$ cat src/rtl/life_step_engine.sv
// rtl/life_step_engine.sv - In-place Conway B3/S23 torus generation sequencer
//
// Advances a board held in HEIGHT external row registers by one generation
// per start request, using a 3-row sliding window (prev/cur/nxt) plus a saved
// copy of original row 0 so every row can be overwritten in place.
//
// Ports:
//   clk        rising-edge clock
//   reset      asynchronous, active-high
//   start      request one generation step (sampled only while idle)
//   rd_addr    row being read this cycle
//   rd_data    contents of row rd_addr, combinational
//   wr_addr    row being written this cycle
//   wr_data    next-state row (bit c = column c)
//   we         write strobe for row wr_addr
//   busy       high from the first prime cycle through the last row write
//   done       one-cycle pulse after the last row write
//   generation completed generations since reset (wraps)

module life_step_engine #(
    parameter int WIDTH  = 11,
    parameter int HEIGHT = 8,
    parameter int GEN_W  = 16
) (
    input  logic                      clk,
    input  logic                      reset,
    input  logic                      start,
    output logic [$clog2(HEIGHT)-1:0] rd_addr,
    input  logic [WIDTH-1:0]          rd_data,
    output logic [$clog2(HEIGHT)-1:0] wr_addr,
    output logic [WIDTH-1:0]          wr_data,
    output logic                      we,
    output logic                      busy,
    output logic                      done,
    output logic [GEN_W-1:0]          generation
);

    localparam int AW = $clog2(HEIGHT);

    typedef enum logic [2:0] {
        S_IDLE,
        S_PRIME0,
        S_PRIME1,
        S_PRIME2,
        S_STEP,
        S_DONE
    } state_t;

    state_t           state;
    state_t           state_nx;
    logic [AW-1:0]    row;
    logic [AW:0]      row_plus2;
    logic [WIDTH-1:0] prev;
    logic [WIDTH-1:0] cur;
    logic [WIDTH-1:0] nxt;
    logic [WIDTH-1:0] row0_save;
    logic [WIDTH-1:0] next_row;

    // One B3/S23 row update with column wrap-around.
    function automatic logic [WIDTH-1:0] life_row(
        input logic [WIDTH-1:0] p,
        input logic [WIDTH-1:0] c,
        input logic [WIDTH-1:0] n
    );
        logic [WIDTH-1:0] res;
        logic [3:0]       cnt;
        int               l;
        int               rr;
        res = '0;
        for (int i = 0; i < WIDTH; i++) begin
            l   = (i == 0) ? WIDTH - 1 : i - 1;
            rr  = (i == WIDTH - 1) ? 0 : i + 1;
            cnt = 4'(p[l]) + 4'(p[i]) + 4'(p[rr])
                + 4'(c[l])             + 4'(c[rr])
                + 4'(n[l]) + 4'(n[i]) + 4'(n[rr]);
            res[i] = (cnt == 4'd3) | (c[i] & (cnt == 4'd2));
        end
        return res;
    endfunction

    assign next_row  = life_row(prev, cur, nxt);
    assign row_plus2 = {1'b0, row} + (AW+1)'(2);

    always_ff @(posedge clk or posedge reset) begin
        if (reset) begin
            state      <= S_IDLE;
            row        <= '0;
            prev       <= '0;
            cur        <= '0;
            nxt        <= '0;
            row0_save  <= '0;
            generation <= '0;
        end else begin
            state <= state_nx;
            case (state)
                S_PRIME0: prev <= rd_data;
                S_PRIME1: begin
                    cur       <= rd_data;
                    row0_save <= rd_data;
                end
                S_PRIME2: begin
                    nxt <= rd_data;
                    row <= '0;
                end
                S_STEP: begin
                    prev <= cur;
                    cur  <= nxt;
                    // Row 0 was overwritten in the first STEP, so the wrap
                    // neighbour for the last row comes from the saved copy.
                    nxt  <= (row == AW'(HEIGHT - 2)) ? row0_save : rd_data;
                    row  <= row + 1'b1;
                end
                S_DONE: generation <= generation + 1'b1;
                default: ;
            endcase
        end
    end

    always_comb begin
        state_nx = state;
        rd_addr  = '0;
        wr_addr  = '0;
        wr_data  = '0;
        we       = 1'b0;
        busy     = 1'b0;
        done     = 1'b0;
        case (state)
            S_IDLE: begin
                if (start) state_nx = S_PRIME0;
            end
            S_PRIME0: begin
                busy     = 1'b1;
                rd_addr  = AW'(HEIGHT - 1);
                state_nx = S_PRIME1;
            end
            S_PRIME1: begin
                busy     = 1'b1;
                state_nx = S_PRIME2;
            end
            S_PRIME2: begin
                busy     = 1'b1;
                rd_addr  = AW'(1);
                state_nx = S_STEP;
            end
            S_STEP: begin
                busy    = 1'b1;
                we      = 1'b1;
                wr_addr = row;
                wr_data = next_row;
                if (row_plus2 < (AW+1)'(HEIGHT)) rd_addr = row_plus2[AW-1:0];
                if (row == AW'(HEIGHT - 1)) state_nx = S_DONE;
            end
            S_DONE: begin
                done     = 1'b1;
                state_nx = S_IDLE;
            end
            default: state_nx = S_IDLE;
        endcase
    end

endmodule

$ cat config.mk
export PLATFORM = sky130hd
export DESIGN_NAME = life_step_engine
export DESIGN_NICKNAME = d
export VERILOG_FILES = /design/src/rtl/life_step_engine.sv
export SDC_FILE = /design/constraint.sdc
export NUM_CORES = 1
export LEC_CHECK = 0
export ABC_CLOCK_PERIOD_IN_PS = 4000
export BUFFER_PORTS_ARGS = -buffer_cell sky130_fd_sc_hd__buf_2
export CAP_MARGIN = 20
export CORE_MARGIN = 4
export CORE_UTILIZATION = 50
export CTS_CLUSTER_SIZE = 25
export DETAILED_ROUTE_END_ITERATION = 12
export PLACE_DENSITY = 0.74
export REMOVE_ABC_BUFFERS = 1
export SLEW_MARGIN = 5
export SYNTH_ARGS = -nofsm -noshare
export SYNTH_HDL_FRONTEND = slang
export SYNTH_SLANG_ARGS = --single-unit
export TNS_END_PERCENT = 50
$ cat constraint.sdc
create_clock -name clk -period 4 [get_ports clk]
set_clock_uncertainty 0.1 [all_clocks]
set_input_delay 0.4 -clock clk [delete_from_list [all_inputs] [get_ports clk]]
set_output_delay 0.4 -clock clk [all_outputs]
set_load 0.01 [all_outputs]
==> run_results.csv, run 1 <==
group,metric,value,unit
global_routing,grt_pass1_vias,3619,
timing,worstMarginPinSlew,1.008,ns
clocking,cts_max_level,3,
cells_and_area,fin_area,5540,um^2
floorplan,die_area,11190,um^2
critical_path,crit_end,"wr_data[6]",
floorplan,die_h,105.8,um
timing,max-slew-margin-rel,32.53,%
cells_and_area,fillers,830,
global_routing,antenna_found_initial,0,
clocking,clk_latency,0.35,ns
global_routing,grt_overflow,0,
routing,wl,10400,um
logic_synthesis,synth_area_per_cell,10.93,um^2
critical_path,r2r_end,"nxt[6]$_DFFE_PP0P_",
critical_path,critPathMostFrequentCell,"fa_1",
cells_and_area,antennaDiodeCount,0,
cells_and_area,ff_latch_area,1652,um^2
critical_path,cp-startpoint,"prev[5]$_DFFE_PP0P_",
floorplan,io_pins,50,
clocking,numCtsBuffers,9,
critical_path,cp_max_fo,3,
routing,wl_per_cell,16.31,um
critical_path,crit_path_start_kind,"flip-flop",
logic_synthesis,ys_seq_elements,66,
global_routing,grt_max_degree,52,
global_routing,grtUsageTotal,19.30,%
routing,dr_total_vias,3548,
cells_and_area,multi_input_area,2758,um^2
cells_and_area,fin_nets,600,
critical_path,crit_type,"flip-flop to primary output",
cells_and_area,drive_gt1_share,27.11,%
timing,min_period_over_period,98.40,%
timing,grt_setup_unrepaired,"true",
floorplan,rows,35,
routing,vias_per_cell,5.561,
clocking,clk_pin_slew,0.08,ns
timing,fmax,0.2541,GHz
cells_and_area,area_delta_synth_final,15.95,%
critical_path,worst_ep_arrival_time,3.44,ns
global_routing,grt_pass1_wl,17310,um
critical_path,slowest_stage,"fa_1",
logic_synthesis,ys_seq_area_share,34.56,%
critical_path,rr_startpoint,"state[2]$_DFFE_PP0P_",
floorplan,die_w,105.8,um
logic_synthesis,syn_inst,437,
floorplan,core,9284,um^2
routing,drtIter0Drc,152,
routing,drt_first_pass_iters,4,
critical_path,reg2reg_depth,4,
place,place_ws,0.3471,ns
critical_path,path_cells,"inv_2 -> fa_1 -> fa_1 -> fa_1 -> inv_1 -> ha_2 -> fa_2 -> o2111a_1 -> buf_2",
clocking,clock_path_buffers,2,
clocking,cts_num_sinks,66,
critical_path,reg2reg_setup_slack,1.13,ns
logic_synthesis,yosysWarningCount,0,
place,place_hpwl,7659,um
floorplan,initial_core_util,51.47,%
status,status,"completed",
hold_path,hold_path.class,"primary input to flip-flop",
clocking,cts_tree,"done",
place,place_congestion,0.7991,
critical_path,slowest_delay,0.52,ns
logic_synthesis,synth_cell_types,36,
routing,drc_errors,0,
timing,setup_viol,0,
place,dpl_cell_area,5134,um^2
timing,finalHoldViolations,0,
critical_path,required,3.50,ns
timing,fin_ws,0.06407,ns
timing,period_minus_slack,3.936,ns
critical_path,end_kind,"primary output",
routing,ant_nets,0,
timing,slew_violations,0,
clocking,cts-root-buf,"clkbuf_8",
place,port_buffers,49,
logic_synthesis,synth.cell_area,4778,um^2
run,maxCapViolCount,0,
## stage by stage
| stage | instances | hold WS [ns] | TNS, ns | utilization (%) |
|---|---|---|---|---|
| floorplan | 421 | 0.3786 | 0 | - |
| global placement | 604 | 0.3634 | 0 | 55.30 |
| global route | 638 | 0.2119 | -0.03343 | 59.68 |
| CTS | 620 | 0.1946 | -0.02833 | 57.66 |
| finish | 638 | 0.1959 | 0 | 59.68 |
| detailed placement | 604 | 0.3657 | 0 | 55.30 |
## cells in the final DEF, fill, tap and decap left out, drive strengths merged, types with 11 or more instances in the layout
master	synthesis	routed
inv	84	84
buf	13	71
dfrtp	66	66
fa	44	44
ha	38	38
nor2	23	23
a221o	22	22
a21o	13	13
nor3	13	13
o21ai	13	13
mux2	12	12
a22o	12	12
a21oi	12	12
nand2	11	11
xnor2	11	11
nand3	11	11
o2111a	11	11
clkbuf	3	11
## logic make-up after synthesis
logic type	after synthesis	share of synthesized area [%]
XOR/XNOR	16	2.933
AND/OR/NAND/NOR	75	7.829
adder cells (fa/ha/maj)	82	28.38
buffers and inverters	100	8.693
flip-flops	66	34.56
multiplexers	12	2.828
AO/OA/AOI/OAI	86	14.77
## cell type report
type / instances / share of cell area (%)
multi-input cells: 271 / 49.77
well taps: 129 / 2.913
repair buffers: 72 / 7.859
flip-flops and latches: 66 / 29.81
clock buffers: 11 / 2.552
inverters: 84 / 5.691
clock inverters: 5 / 1.400
## worst min-delay path by stage
| stage | start | to | slack [ns] | cells past startpoint |
|---|---|---|---|---|
| floorplan | prev[0]$_DFFE_PP0P_ | prev[0]$_DFFE_PP0P_ | 0.38 | 1 |
| global placement | generation[15]$_DFFE_PP0P_ | generation[15]$_DFFE_PP0P_ | 0.36 | 1 |
| detailed placement | generation[15]$_DFFE_PP0P_ | generation[15]$_DFFE_PP0P_ | 0.37 | 1 |
| CTS | start | state[0]$_DFFE_PP0P_ | 0.19 | 2 |
| global route | rd_data[7] | nxt[7]$_DFFE_PP0P_ | 0.21 | 2 |
| finish | start | state[0]$_DFFE_PP0P_ | 0.20 | 2 |
## Yosys cell counts
master / count / share of area (%)
a21o_1: 13 / 2.0
a21oi_1: 12 / 1.3
a221o_1: 22 / 4.6
a22o_1: 12 / 2.2
and2_1: 2 / 0.26
and3_1: 2 / 0.26
and4_1: 1 / 0.18
buf_2: 8 / 0.84
buf_4: 2 / 0.31
buf_6: 3 / 0.71
clkbuf_1: 3 / 0.24
dfrtp_1: 66 / 35
fa_1: 44 / 18
ha_1: 38 / 10
inv_1: 83 / 6.5
inv_2: 1 / 0.078
mux2_2: 12 / 2.8
nand2_1: 11 / 0.86
nand3_1: 11 / 1.2
nand4_1: 4 / 0.52
nand4b_1: 1 / 0.18
nor2_1: 23 / 1.8
nor3_1: 13 / 1.4
nor3b_1: 1 / 0.16
nor3b_2: 1 / 0.26
nor4_1: 1 / 0.13
o2111a_1: 11 / 2.6
o21a_4: 1 / 0.31
o21ai_0: 13 / 1.4
o311a_1: 1 / 0.21
o32ai_1: 1 / 0.18
or2_2: 2 / 0.26
or3b_1: 1 / 0.18
or4_4: 1 / 0.24
xnor2_1: 11 / 2.0
xor2_1: 5 / 0.92
## worst max-delay path, delay by kind of cell, from the launching register on
kind,cells,cell delay [ns]
flops,1,0.41
buf+inv,3,0.26
fa+ha+maj,5,2.23
compound gates,1,0.20
## repair_timing
action / 4_1_cts / 5_1_grt
setup endpoints to repair: 5 / 11
setup buffers: 0 / 16
pin swaps: 0 / 12
gates resized for setup: 6 / 38
hold endpoints to repair: 0 / 11
hold buffers: 0 / 1
## state kept, by name, summed over array words and instances, names as in the netlist
register,cells
cur,11
generation,16
nxt,11
prev,11
row,3
row0_save,11
state,3
## layer usage
metal | part of all wire, % | up-vias | GRT usage [%]
met2 | 50 | 86 | 31.10
li1 | - | 1633 | -
met3 | 4.5 | 17 | 3.735
met5 | 0 | - | 0
met4 | 2.1 | 0 | 6.753
met1 | 44 | 1812 | 26.17
Power of run 1 is not shown: default switching activity piles up to over one toggle a cycle in this logic, so the estimate is an artifact.
==> inputs of run 2 (changes only) <==
--- a/config.mk
+++ b/config.mk
@@ -14,6 +14,7 @@
 export DETAILED_ROUTE_END_ITERATION = 12
 export PLACE_DENSITY = 0.74
 export REMOVE_ABC_BUFFERS = 1
+export SETUP_SLACK_MARGIN = 0.5
 export SLEW_MARGIN = 5
 export SYNTH_ARGS = -nofsm -noshare
 export SYNTH_HDL_FRONTEND = slang
==> run_results.csv, run 2 (same netlist as run 1, synthesis figures left out) <==
group,metric,value,unit
clocking,clk_latency,0.35,ns
critical_path,required,3.50,ns
timing,fin_ws,0.09315,ns
routing,drt_first_pass_iters,4,
cells_and_area,largest_reg_flops,16,
clocking,cts_tree,"done",
floorplan,die_h,105.8,um
cells_and_area,largest_register,"generation",
critical_path,reg2reg_depth,4,
cells_and_area,fin_nets,610,
timing,slew_violations,0,
cells_and_area,fillers,816,
cells_and_area,antennaDiodeCount,0,
floorplan,core,9284,um^2
floorplan,io_pins,50,
place,port_buffers,49,
run,maxCapViolCount,0,
global_routing,grt_overflow,0,
floorplan,die_area,11190,um^2
critical_path,path_cells,"inv_2 -> fa_1 -> fa_1 -> fa_1 -> inv_1 -> ha_2 -> fa_2 -> o2111a_1 -> buf_2",
routing,vias_per_cell,5.514,
floorplan,rows,35,
critical_path,crit_path_start_kind,"flip-flop",
hold_path,hold_depth,2,
timing,worstMarginPinSlew,1.026,ns
critical_path,critPathMostFrequentCell,"fa_1",
timing,min_period_over_period,97.67,%
place,place_hpwl,7659,um
timing,period_minus_slack,3.907,ns
critical_path,end_kind,"primary output",
cells_and_area,area_delta_synth_final,18.09,%
place,place_ws,0.3471,ns
cells_and_area,multi_input_area,2785,um^2
global_routing,grt_pass1_wl,17620,um
cells_and_area,ff_latch_area,1652,um^2
place,dp_cells,604,
routing,drtIter0Drc,166,
critical_path,crit_type,"flip-flop to primary output",
routing,ant_nets,0,
routing,wl,10700,um
floorplan,die_w,105.8,um
cells_and_area,final_cell_mix,"66 x dfrtp_1, 62 x inv_1, 48 x buf_2",
critical_path,slowest_delay,0.52,ns
routing,dr_total_vias,3573,
clocking,cts-root-buf,"clkbuf_8",
global_routing,grt_pass1_vias,3723,
timing,max-slew-margin-rel,31.37,%
critical_path,worst_ep_arrival_time,3.41,ns
timing,setup_viol,0,
place,place_congestion,0.7991,
cells_and_area,fin_cells,648,
clocking,cts_max_level,3,
timing,fmax,0.2560,GHz
status,status,"completed",
clocking,clock_path_buffers,2,
critical_path,cp_max_fo,2,
routing,drc_errors,0,
hold_path,hold_path.class,"primary input to flip-flop",
global_routing,grtUsageTotal,19.68,%
timing,whs,0.1977,ns
clocking,clk_pin_slew,0.08,ns
cells_and_area,drive_gt1_share,30.06,%
timing,finalHoldViolations,0,
critical_path,slowest_stage,"fa_1",
clocking,cts_num_sinks,66,
global_routing,grt_max_degree,52,
cells_and_area,final_common_cell,"dfrtp_1",
routing,wl_per_cell,16.51,um
clocking,numCtsBuffers,9,
global_routing,antenna_found_initial,0,
timing,grt_setup_unrepaired,"true",
timing,finalSetupTns,0,ns
floorplan,initial_core_util,51.47,%
[run 2: cell types whose count changed in the layout (fill, tap and decap cells not counted)]
cell	change
fa_1	-1
buf_4	+10
ha_1	-6
fa_2	+1
inv_1	-1
inv_2	+1
ha_4	+1
ha_2	+5
[run 2: worst paths after layout]
| kind | end | slack, ns | startpoint |
|---|---|---|---|
| worst max-delay path | wr_data[6] | 0.09 | prev[6]$_DFFE_PP0P_ |
| worst min-delay path | state[0]$_DFFE_PP0P_ | 0.20 | start |
| worst max register to register | nxt[6]$_DFFE_PP0P_ | 1.10 | state[2]$_DFFE_PP0P_ |
| worst min register to register | generation[15]$_DFFE_PP0P_ | 0.38 | generation[15]$_DFFE_PP0P_ |
| max in group asynchronous | generation[3]$_DFFE_PP0P_ | 2.59 | reset |
| min in group asynchronous | generation[13]$_DFFE_PP0P_ | 0.44 | reset |
[run 2: layout make-up]
cell class                      count  share of cell area, %
Tap cell                          129                  2.860
Sequential cell                    66                  29.27
Multi-Input combinational cell    271                  49.36
Inverter                           84                  5.588
Clock buffer                       11                  2.506
Clock inverter                      5                  1.375
Timing Repair Buffer               82                  9.047
[run 2: repair_timing]
item                                    CTS  global route
resized for setup                        31            22
hold buffers                              0             1
buffers inserted                         17             9
endpoints found under the setup margin   11            11
pin swaps                                12            10
endpoints found under the hold margin     0            11
[run 2: metrics by stage]
step / instance area (um^2) / util (%)
after global routing: 5643 / 60.78
final: 5643 / 60.78
after detailed placement: 5134 / 55.30
after global placement: 5134 / 55.30
after CTS: 5505 / 59.30
after floorplan: 4678 / -
[run 2: critical path, delay by kind of cell, from the launching register on]
kind,cells,cell delay (ns)
compound gates,1,0.20
buf+inv,3,0.26
fa+ha+maj,5,2.23
flops,1,0.37
[run 2: layer usage]
| layer | vias up | track usage [%] | routed length, um | part of all wire, % |
|---|---|---|---|---|
| li1 | 1650 | - | - | - |
| met1 | 1821 | 26.15 | 4599 | 43 |
| met2 | 88 | 32.19 | 5374 | 50 |
| met3 | 14 | 3.858 | 532 | 5.0 |
| met4 | 0 | 7.031 | 190 | 1.8 |
| met5 | - | 0 | 0 | 0 |
Power of run 2 is left out for the same reason.
